[src/rtl/cache_control.sv]
// Controller FSM for a set-associative cache: sequences hit service, dirty-victim
// writeback and line fill. Performance counters are built only with CACHE_PERF_CNT_EN.
module cache_control #(
  parameter int unsigned CNT_WIDTH = 32
) (
  input  logic clk,
  input  logic rst,
  input  logic mem_read,
  input  logic mem_write,
  output logic mem_resp,
  input  logic cache_hit,
  input  logic lru_dirty_miss,
  input  logic pmem_resp,
  output logic pmem_read,
  output logic pmem_write,
  output logic cache_read,
  output logic cache_write,
  output logic cache_load,
  output logic dirty_load,
  output logic dirty_in,
  output logic lru_load
`ifdef CACHE_PERF_CNT_EN
  ,
  output logic [CNT_WIDTH-1:0] hit_count,
  output logic [CNT_WIDTH-1:0] miss_count,
  output logic [CNT_WIDTH-1:0] wb_count
`endif
);

  typedef enum logic [1:0] {
    IDLE,
    COMPARE,
    WRITEBACK,
    FILL
  } state_e;

  state_e state_q, state_d;
  logic   req;

  if (CNT_WIDTH == 0) begin : g_bad_cnt_width
    $error("cache_control: CNT_WIDTH must be nonzero");
  end

  assign req = mem_read | mem_write;

  always_comb begin
    state_d     = state_q;
    mem_resp    = 1'b0;
    pmem_read   = 1'b0;
    pmem_write  = 1'b0;
    cache_read  = 1'b0;
    cache_write = 1'b0;
    cache_load  = 1'b0;
    dirty_load  = 1'b0;
    dirty_in    = 1'b0;
    lru_load    = 1'b0;
    unique case (state_q)
      IDLE: begin
        if (req) state_d = COMPARE;
      end
      COMPARE: begin
        if (!req) begin
          state_d = IDLE;
        end else if (cache_hit) begin
          mem_resp = 1'b1;
          lru_load = 1'b1;
          // Write wins when both request lines are (illegally) high.
          if (mem_write) begin
            cache_write = 1'b1;
            dirty_load  = 1'b1;
            dirty_in    = 1'b1;
          end else begin
            cache_read = 1'b1;
          end
          state_d = IDLE;
        end else begin
          state_d = lru_dirty_miss ? WRITEBACK : FILL;
        end
      end
      WRITEBACK: begin
        pmem_write = 1'b1;
        if (pmem_resp) begin
          dirty_load = 1'b1;
          state_d    = FILL;
        end
      end
      FILL: begin
        pmem_read = 1'b1;
        if (pmem_resp) begin
          cache_load = 1'b1;
          dirty_load = 1'b1;
          state_d    = COMPARE;
        end
      end
    endcase
  end

  always_ff @(posedge clk) begin
    if (!rst) begin
      state_q <= IDLE;
    end else begin
      state_q <= state_d;
    end
  end

`ifdef CACHE_PERF_CNT_EN
  logic                 refill_q;
  logic [CNT_WIDTH-1:0] hit_cnt_q, miss_cnt_q, wb_cnt_q;
  logic                 hit_evt, miss_evt, wb_evt;

  // The re-compare after a fill is not a CPU-visible hit, hence the refill flag.
  assign hit_evt  = (state_q == COMPARE) && req && cache_hit && !refill_q;
  assign miss_evt = (state_q == COMPARE) && req && !cache_hit;
  assign wb_evt   = (state_q == WRITEBACK) && pmem_resp;

  function automatic logic [CNT_WIDTH-1:0] sat_inc(input logic [CNT_WIDTH-1:0] v);
    return (v == '1) ? v : v + CNT_WIDTH'(1);
  endfunction

  always_ff @(posedge clk) begin
    if (!rst) begin
      refill_q   <= 1'b0;
      hit_cnt_q  <= '0;
      miss_cnt_q <= '0;
      wb_cnt_q   <= '0;
    end else begin
      if ((state_q == IDLE) && req) begin
        refill_q <= 1'b0;
      end else if ((state_q == FILL) && pmem_resp) begin
        refill_q <= 1'b1;
      end
      if (hit_evt)  hit_cnt_q  <= sat_inc(hit_cnt_q);
      if (miss_evt) miss_cnt_q <= sat_inc(miss_cnt_q);
      if (wb_evt)   wb_cnt_q   <= sat_inc(wb_cnt_q);
    end
  end

  assign hit_count  = hit_cnt_q;
  assign miss_count = miss_cnt_q;
  assign wb_count   = wb_cnt_q;
`endif

endmodule

[config.mk]
export PLATFORM = sky130hd
export DESIGN_NAME = cache_control
export DESIGN_NICKNAME = d
export VERILOG_FILES = /design/src/rtl/cache_control.sv
export SDC_FILE = /design/constraint.sdc
export NUM_CORES = 1
export LEC_CHECK = 0
export CORE_AREA = 2 2 39 41
export DETAILED_ROUTE_END_ITERATION = 16
export DIE_AREA = 0 0 41 43
export PLACE_DENSITY = 0.54
export SKIP_LAST_GASP = 1
export SLEW_MARGIN = 20
export SYNTH_ARGS = -nofsm -noshare
export SYNTH_HDL_FRONTEND = slang
export SYNTH_SLANG_ARGS = --single-unit
[constraint.sdc]
create_clock -name clk -period 2.4 [get_ports clk]
set_input_delay 0.72 -clock clk [delete_from_list [all_inputs] [get_ports clk]]
set_output_delay 0.72 -clock clk [all_outputs]
set_load 0.02 [all_outputs]
# After elaboration in Yosys (flattened, before gate mapping)
# Cells that the tools add are included.
[word_totals] inputBits=7 ff_bits=2 elab_cells=34
[classes] n_reduce_logical=3 muxes=23 eq_ne=6 bitwise_logic=1
[ops] operator="2-to-1 mux 1 bit" n=16
[ops] operator="2-to-1 mux 2 bit" n=5
[ops] operator="case mux 2 bit (4 select lines)" n=1
[ops] operator="inequality test 2 bit (second input constant)" n=3
[ops] operator="equality test 2 bit (second input constant)" n=2
[ops] operator="AND reduction 3 bit" n=1
[ops] operator="equality test 2 x 1 -> 1 bit (second input constant)" n=1
[ops] operator="zero test 2 bit" n=1
[ops] operator="case mux 1 bit (2 select lines)" n=1
[ops] operator="OR reduction 2 bit" n=1
[ops] operator="bitwise OR 1 bit" n=1

# Depth between registers and ports, before layout
[logic_depth] depth_word=4 mapped_depth=5 ltp_nobuf=5

# Worst setup path before layout
# Ideal clock, no wire load.
[synth_path] path_type="input -> output" startpoint="input port cache_hit" endpoint="output port mem_resp" arrival_time_ns=1.323 setup_slack_ns=0.357 required_time_ns=1.680 stages=3 cell_sequence="nand2_1 nor2_1 buf_4"
[synth_via] elab_chain_len=3
[synth_lines] element="start, declared" line="11" text="input logic cache_hit,"
[synth_lines] element="2-to-1 mux 1 bit (3 in series)"
[synth_lines] element="end, declared" line="10" text="output logic mem_resp,"
# Every way passes these cells.

# Worst setup path after layout
[layout_path] startpoint="input port mem_write" endpoint="output port dirty_load"
[layout_via] elab_chain_len=4
[layout_lines] element="start, declared" line="9" text="input logic mem_write,"
[layout_lines] element="2-to-1 mux 1 bit" line="68" text="if (mem_write) begin"
[layout_lines] element="2-to-1 mux 1 bit" line="64" text="end else if (cache_hit) begin"
[layout_lines] element="2-to-1 mux 1 bit (*)" line="62" text="if (!req) begin"
[layout_lines] element="case mux 1 bit (2 select lines) (*)" line="57" text="unique case (state_q)"
[layout_lines] element="end, declared" line="19" text="output logic dirty_load,"
# Mark *: on every way between the ends. The rest lies on a longest branch, timed or not.

==> impl_results.md <==
- PD cells: 410 nW/µm²
- Max Fanout on Critical Path: 4
- Initial Util: 18.2%
- Avg Synthesized Cell Area: 8.11 µm²
- NetSw: 0.0548 mW
- Post-Syn Area: 251 µm²
- DP Area: 444 µm²
- Skew-Pair Late Insertion Delay: 220 ps
- Reg2Reg Depth: 6
- Largest regs: state_q (2)
- Post-Syn Instances: 31
- CTS root buf: clkbuf_4
- Number of global-route vias before repair: 271
- Pin count of the biggest net entering global routing: 5
- Fin Hold WS: 609 ps
- Routability cong.: 0.750
- Buf/Inv on CP: 2
- Yosys reg bits: 2
- Post-route cell area: 440 µm²
- RR Startpoint: state_q[0]
- Antenna-violating nets left: 0
- Worst clock skew: 2.46 ps
- Die ar.: 1760 µm²
- # nets final: 66
- Clock share of power: 41.2%
- Max reg flops: 2
- Gr ovfl total: 0
- HP Class: flip-flop to flip-flop
- Worst reg-to-reg setup slack: 800 ps
- Via Count: 287
- Critical path's top delay family: buffers and inverters
- Largest buffer count on any clock path: 2
- Total Power: 0.181 mW
- Synth cell types: 18
- Residual DRC count: 0
- HPWL after DPL: 521 µm
- Layout cell share with drive strength beyond 1: 34.6%
- Critical path arrival: 1640 ps
- Final Non-Filler Cells: 68
- Setup violators final: 0
- Reg2reg end: state_q[0]
- Final hold vios: 0
- Syn nets: 43
- IO Pins: 16
- Final period utilization: 98.5%
- Peak supply drop: 174 µV
- IO buf count: 15
- Combinational power share: 36.8%
- Drt first pass iters: 2
- Fmax: 0.423 GHz
- Commonest non-fill, non-tap cell in the layout: clkdlybuf4s50_1
- Setup CP Type: input port to output pin
- Filler Cells Inserted: 155
- Max_cap viols: 0
- Worst Hold Launch: state_q[0]
- CTS buffer count: 3
- Warnings from Yosys: 0
- Placed Instances: 65
- Die W: 41 µm
- Unrepaired setup endpoints after global routing: true
- Worst path cell trace: clkdlybuf4s50_1 > nand3_1 > a21oi_2 > buf_4
- Core area: 1380 µm²
- Slowest stage cell, crit path: clkdlybuf4s50_1
- Initial antenna violation count: 0
- Pleak: 0.230 nW
- Via density: 4.22
- Fin. max-slew vios: 0
- Wire length of the first global-routing pass: 890 µm
- CTS sink count: 2
- Gr usage total: 7.61%
- CTS tree: yes
- Sw Ratio: 30.3%
- Worst Hold Depth: 1
- Worst-Margin Slew: 372 ps
- Status: completed
- Internal power: 0.126 mW
- Area delta synth->final: 75.1%
- Crit end category: output pin
- Post-cts hold buffer count: 0
- CTS H-tree lvls: 1
- Sequential-to-total area share from yosys stat: 15.9%
- Hold worst-path end: state_q[0]
- Clock-pin slew on the worst setup and hold paths: 30 ps
- Worst EP required: 1680 ps
- Die Ht: 43 µm
- Worst slew margin: 74.9%
- Drt wl/cell: 9.79 µm
- Tmin final: 2360 ps
- Largest register by flop count: state_q
- N_diodes: 0
- Slowest stage delay, CP: 520 ps
- DRT iter0 DRCs: 1
- Highest-count cells in the layout ignoring fill and taps: 7 x clkdlybuf4s50_1, 6 x buf_2, 6 x buf_4
- Critical Path Start Type: input port
- Setup total negative slack: 0 ps
- Routed WL: 666 µm
- Row count: 14
- Register share of total power: 22.0%
==> power groups by stage <==
| stage | Sequential, mW | Clock [mW] | Combinational (mW) |
|---|---|---|---|
| 2_1_floorplan | 0.0395 | 0 | 0.0390 |
| 3_3_place_gp | 0.0402 | 0 | 0.0710 |
| 6_report | 0.0397 | 0.0745 | 0.0664 |
| 3_5_place_dp | 0.0403 | 0 | 0.0711 |
| 5_1_grt | 0.0402 | 0.0802 | 0.0725 |
| 4_1_cts | 0.0399 | 0.0801 | 0.0661 |
==> cell usage after synthesis <==
library cell	n	share of area [%]
a21oi_1	2	4.0
o21ai_0	2	4.0
nand2b_1	1	2.5
nor2_1	2	3.0
o311ai_0	1	3.5
o21bai_1	2	6.0
or3b_4	1	4.5
nand3_1	1	2.0
a41o_1	1	4.0
ha_1	5	25
and2_4	1	3.5
dfxtp_1	2	16
o221a_1	1	4.5
and2_1	1	2.5
inv_1	3	4.5
buf_4	2	6.0
nand2_1	2	3.0
nor3_1	1	2.0
==> metal layers <==
metal  track usage, %  wire [µm]  vias to the layer above
li1                 -          -                      150
met1             5.73        269                      128
met2             13.4        354                        9
met3             1.57         41                        0
met4             8.00          0                        0
met5                0          0                        -
==> stage by stage <==
stage / util (%) / setup WS, ps
2_1_floorplan: - / 357
3_3_place_gp: 32.1 / -463
3_5_place_dp: 32.1 / -444
4_1_cts: 31.6 / -3.42
5_1_grt: 31.8 / -13.8
6_report: 31.8 / 36.6
==> layout make-up <==
cell class / count / area [µm²] / area share [%]
clock buffers: 3 / 22.5 / 5.11
inverters: 3 / 11.3 / 2.56
multi-input cells: 24 / 189 / 42.9
flip-flops and latches: 2 / 40.0 / 9.09
well taps: 16 / 20.0 / 4.55
repair buffers: 20 / 158 / 35.8
==> repair_timing <==
| action | 4_1_cts | 5_1_grt |
|---|---|---|
| setup endpoints to repair | 7 | 3 |
| setup buffers | 0 | 0 |
| gates resized for setup | 28 | 4 |
==> worst max-delay path by stage <==
stage / cells after the start / end / from
2_1_floorplan: 3 / mem_resp / cache_hit
3_3_place_gp: 4 / dirty_load / mem_write
3_5_place_dp: 4 / cache_read / cache_hit
4_1_cts: 4 / cache_read / cache_hit
5_1_grt: 4 / dirty_load / mem_write
6_report: 4 / dirty_load / mem_write
==> cell families (layout without fill, tap and decap cells) <==
logic type / count (synthesis) / count (layout) / synth area share [%]
compound gates: 9 / 9 / 25.9
fa+ha+maj: 5 / 5 / 24.9
buf+inv: 5 / 26 / 10.4
flops: 2 / 2 / 15.9
simple gates: 10 / 10 / 22.9
(Power assumes the default switching activity.)
==> variant 1: new RTL, config.mk and constraints unchanged <==
Register the inputs `mem_read`, `mem_write` and `lru_dirty_miss` before use. The logic sees them one clock later. The other inputs are not delayed to match.
--- a/src/rtl/cache_control.sv
+++ b/src/rtl/cache_control.sv
@@ -34,6 +34,16 @@
     FILL
   } state_e;
 
+  logic mem_read_q;
+  logic mem_write_q;
+  logic lru_dirty_miss_q;
+
+  always_ff @(posedge clk) begin
+    mem_read_q       <= mem_read;
+    mem_write_q      <= mem_write;
+    lru_dirty_miss_q <= lru_dirty_miss;
+  end
+
   state_e state_q, state_d;
   logic   req;
 
@@ -41,7 +51,7 @@
     $error("cache_control: CNT_WIDTH must be nonzero");
   end
 
-  assign req = mem_read | mem_write;
+  assign req = mem_read_q | mem_write_q;
 
   always_comb begin
     state_d     = state_q;
@@ -65,7 +75,7 @@
           mem_resp = 1'b1;
           lru_load = 1'b1;
           // Write wins when both request lines are (illegally) high.
-          if (mem_write) begin
+          if (mem_write_q) begin
             cache_write = 1'b1;
             dirty_load  = 1'b1;
             dirty_in    = 1'b1;
@@ -74,7 +84,7 @@
           end
           state_d = IDLE;
         end else begin
-          state_d = lru_dirty_miss ? WRITEBACK : FILL;
+          state_d = lru_dirty_miss_q ? WRITEBACK : FILL;
         end
       end
       WRITEBACK: begin
Behaviour: not the same (a bounded check fails within 4 cycles, from zero or initial values and one cycle with rst low).
==> variant 1 against the unedited design <==
- synthesized area up 24%
- worst hold slack worse by 9.6 ps
- worst setup slack better by 56 ps
- non-clock buffer count down 2
- routed wire length down 3.2%
- sequential cell count up 3
- final area up 10%
- clock power up 30%
- power up 39%
- critical endpoint is now pmem_write
- largest cell class unchanged
- highest routed layer unchanged
==> variant 1: results <==
group,metric,value,unit
cells_and_area,fin_nets,67,
power,seq_power,0.0943,mW
yosys,synthTopCellsByArea,"dfxtp_1 (32%), ha_1 (20%), buf_4 (4.8%)",
power,total_power,0.251,mW
yosys,synthAdderAreaFrac,0.201,
placed_design,dp_hpwl,515,um
detailed_routing,dr.pass1.iters,1,
setup_path,reg2reg_slack,830,ps
placed_design,placed_area,489,um^2
detailed_routing,vias,292,
grt,grt_max_degree,6,
power,p_sw_frac,0.269,
grt,grt_pass1_wl,1020,um
placed_design,dp.cells,66,
yosys,avgSynthCellArea,9.16,um^2
yosys,ys_top_cells_by_count,"dfxtp_1 (5), ha_1 (5), inv_1 (3)",
power,p_leak,0.247,nW
setup_path,crit_arrival,1590,ps
cells_and_area,area_growth_syn_to_layout,55.8,%
run_status,status,"finished, final reports clean",
yosys,synth_nets,46,
grt,grt_usage,0.0924,
power,peakVddDrop,0.296,mV
yosys,seq_area_frac_synth,0.321,
placed_design,gp_congestion,0.681,
grt,grt_pass1_vias,283,
cells_and_area,fill_cells,149,
power,power_frac_comb,0.239,
yosys,synth_compound_area_frac,0.209,
==> variant 1: cell count changes after synthesis, sizes merged <==
cell	change
dfxtp	+3
==> variant 1: cell type report <==
class / count / share of cell area
inverter: 3 / 0.0232
multi-input combinational: 24 / 0.381
sequential: 5 / 0.206
clock buffer: 4 / 0.0541
tap: 16 / 0.0412
timing repair buffer: 18 / 0.294
==> variant 1: metal layers <==
layer / up-vias / share of wire / wire length [um] / GRT usage
met3: 0 / 0.11 / 71 / 0.0942
li1: 155 / - / - / -
met2: 11 / 0.46 / 296 / 0.138
met4: 0 / 0 / 0 / 0.0200
met5: - / 0 / 0 / 0
met1: 126 / 0.43 / 277 / 0.0868
==> variant 1: worst max path at each step <==
stage | from | endpoint
floorplan | cache_hit | mem_resp
global placement | cache_hit | cache_read
detailed placement | cache_hit | cache_read
CTS | cache_hit | cache_read
global route | state_q[0] | pmem_write
finish | state_q[0] | pmem_write
==> variant 2: new RTL, same flow settings <==
Made on the original files. Encoding of `state_e`: now one-hot (4 bits for 4 states).
--- a/src/rtl/cache_control.sv
+++ b/src/rtl/cache_control.sv
@@ -27,11 +27,11 @@
 `endif
 );
 
-  typedef enum logic [1:0] {
-    IDLE,
-    COMPARE,
-    WRITEBACK,
-    FILL
+  typedef enum logic [3:0] {
+    IDLE      = 4'b0001,
+    COMPARE   = 4'b0010,
+    WRITEBACK = 4'b0100,
+    FILL      = 4'b1000
   } state_e;
 
   state_e state_q, state_d;
Behaviour: same outputs for any inputs over 10 cycles, from zero or initial values and one cycle with rst low; not proved beyond that.
==> variant 2 against the unedited design <==
- sequential cell count grew 2
- worst setup slack improved by 49 ps
- fmax grew 2.1%
- synthesized area rose by 33%
- routed wire length rose by 16%
- power grew 16%
- final area up 24%
- worst hold slack gained 34 ps
- critical path type unchanged
- largest cell class unchanged
- largest power group unchanged
==> variant 2: results <==
group,metric,value,unit
timing,relSlewSlack,0.800,
yosys,ys_top_cells_by_count,"dfxtp_1 (4), nor2_1 (4), nor3_1 (3), o21ai_0 (3)",
yosys,ys_types,26,
placed_design,placed_area,541,um^2
timing,fin_skew,3.05,ps
cells_and_area,largest_reg_flops,4,
grt,grt_pass1_wl,1300,um
placed_design,dp.cells,76,
cells_and_area,drive_gt1_frac,0.317,
placed_design,place_ws,-550,ps
yosys,synth_nets,47,
power,seq_power,0.0734,mW
power,peakVddDrop,0.273,mV
detailed_routing,vias,359,
run_status,status,"finished, final reports clean",
grt,grt_pass1_vias,334,
grt,grt_usage,0.106,
cells_and_area,reg_top3,"state_q: 4 flops",
power,powerComb,0.0565,mW
detailed_routing,post_drt_wl_per_cell,9.80,um
grt,grt_max_degree,9,
cells_and_area,finalNonFillerCells,79,
placed_design,gp_congestion,0.704,
cells_and_area,fin_nets,72,
placed_design,dp_hpwl,627,um
cts,cts_htree_levels,1,
cts,path_clk_slew,40,ps
power,pg_clk,0.0791,mW
setup_path,cp_max_fo,2,
yosys,avgSynthCellArea,8.35,um^2
setup_path,crit_arrival,1590,ps
cells_and_area,fill_cells,152,
power,p_switching,0.0514,mW
power,p_leak,0.280,nW
yosys,synthTopCellsByArea,"dfxtp_1 (24%), nor4b_4 (7.1%), nor3_1 (4.5%)",
yosys,seq_area_frac_synth,0.240,
-- variant 2: changes by cell type in the layout (fill, tap and decap cells not counted), sizes merged, moves of 2 or more --
cell	unedited run	this run
nor2b	0	2
and3b	0	2
ha	5	0
inv	3	1
o21a	0	2
nor3	1	3
clkdlybuf4s50	7	3
nor2	2	4
a21oi	2	0
dfxtp	2	4
dlygate4sd2	0	5
-- variant 2: kinds of logic (layout without fill, tap and decap cells) --
kind of cell           Yosys count  in the layout  synth area share
buffers and inverters            5             28             0.105
and+or+nand+nor                 21             21             0.453
AOI/OAI and AO/OA               10             10             0.202
DFF                              4              4             0.240
-- variant 2: area by class of cell --
cell class                 instances  area [um^2]  area share
clock buffer                       3         22.5      0.0414
inverter                           1         3.75     0.00690
multi-input combinational         31          219       0.402
sequential                         4         80.1       0.147
tap                               16         20.0      0.0368
timing repair buffer              24          199       0.366
-- variant 2: path summary, 6_finish.rpt --
kind / from / to / slack, ps / cells after the start
setup / recovery: mem_read / lru_load / 90 / 5
hold / removal: state_q[1] / state_q[0] / 640 / 3
setup reg to reg: state_q[0] / state_q[3] / 1030 / 3
hold reg to reg: state_q[1] / state_q[0] / 640 / 3
-- variant 2: layer usage --
metal  vias up  routed length (um)  global-route usage
met5         -                   0                   0
met4         0                   0              0.0600
met3         0                  43              0.0157
met2         9                 365               0.147
met1       158                 365               0.151
li1        192                   -                   -
-- variant 2: timing repair --
item	CTS	global route
endpoints found under the hold margin	0	0
hold buffers	0	0
buffers inserted	0	0
gates resized for setup	26	3
endpoints found under the setup margin	7	3
pin swaps	1	0
-- variant 2: worst max-delay path, stage by stage --
cell and delay [ps]:
dlygate4sd2_1 240, nor2_1 130, and3b_2 220, buf_4 130, buf_4 150
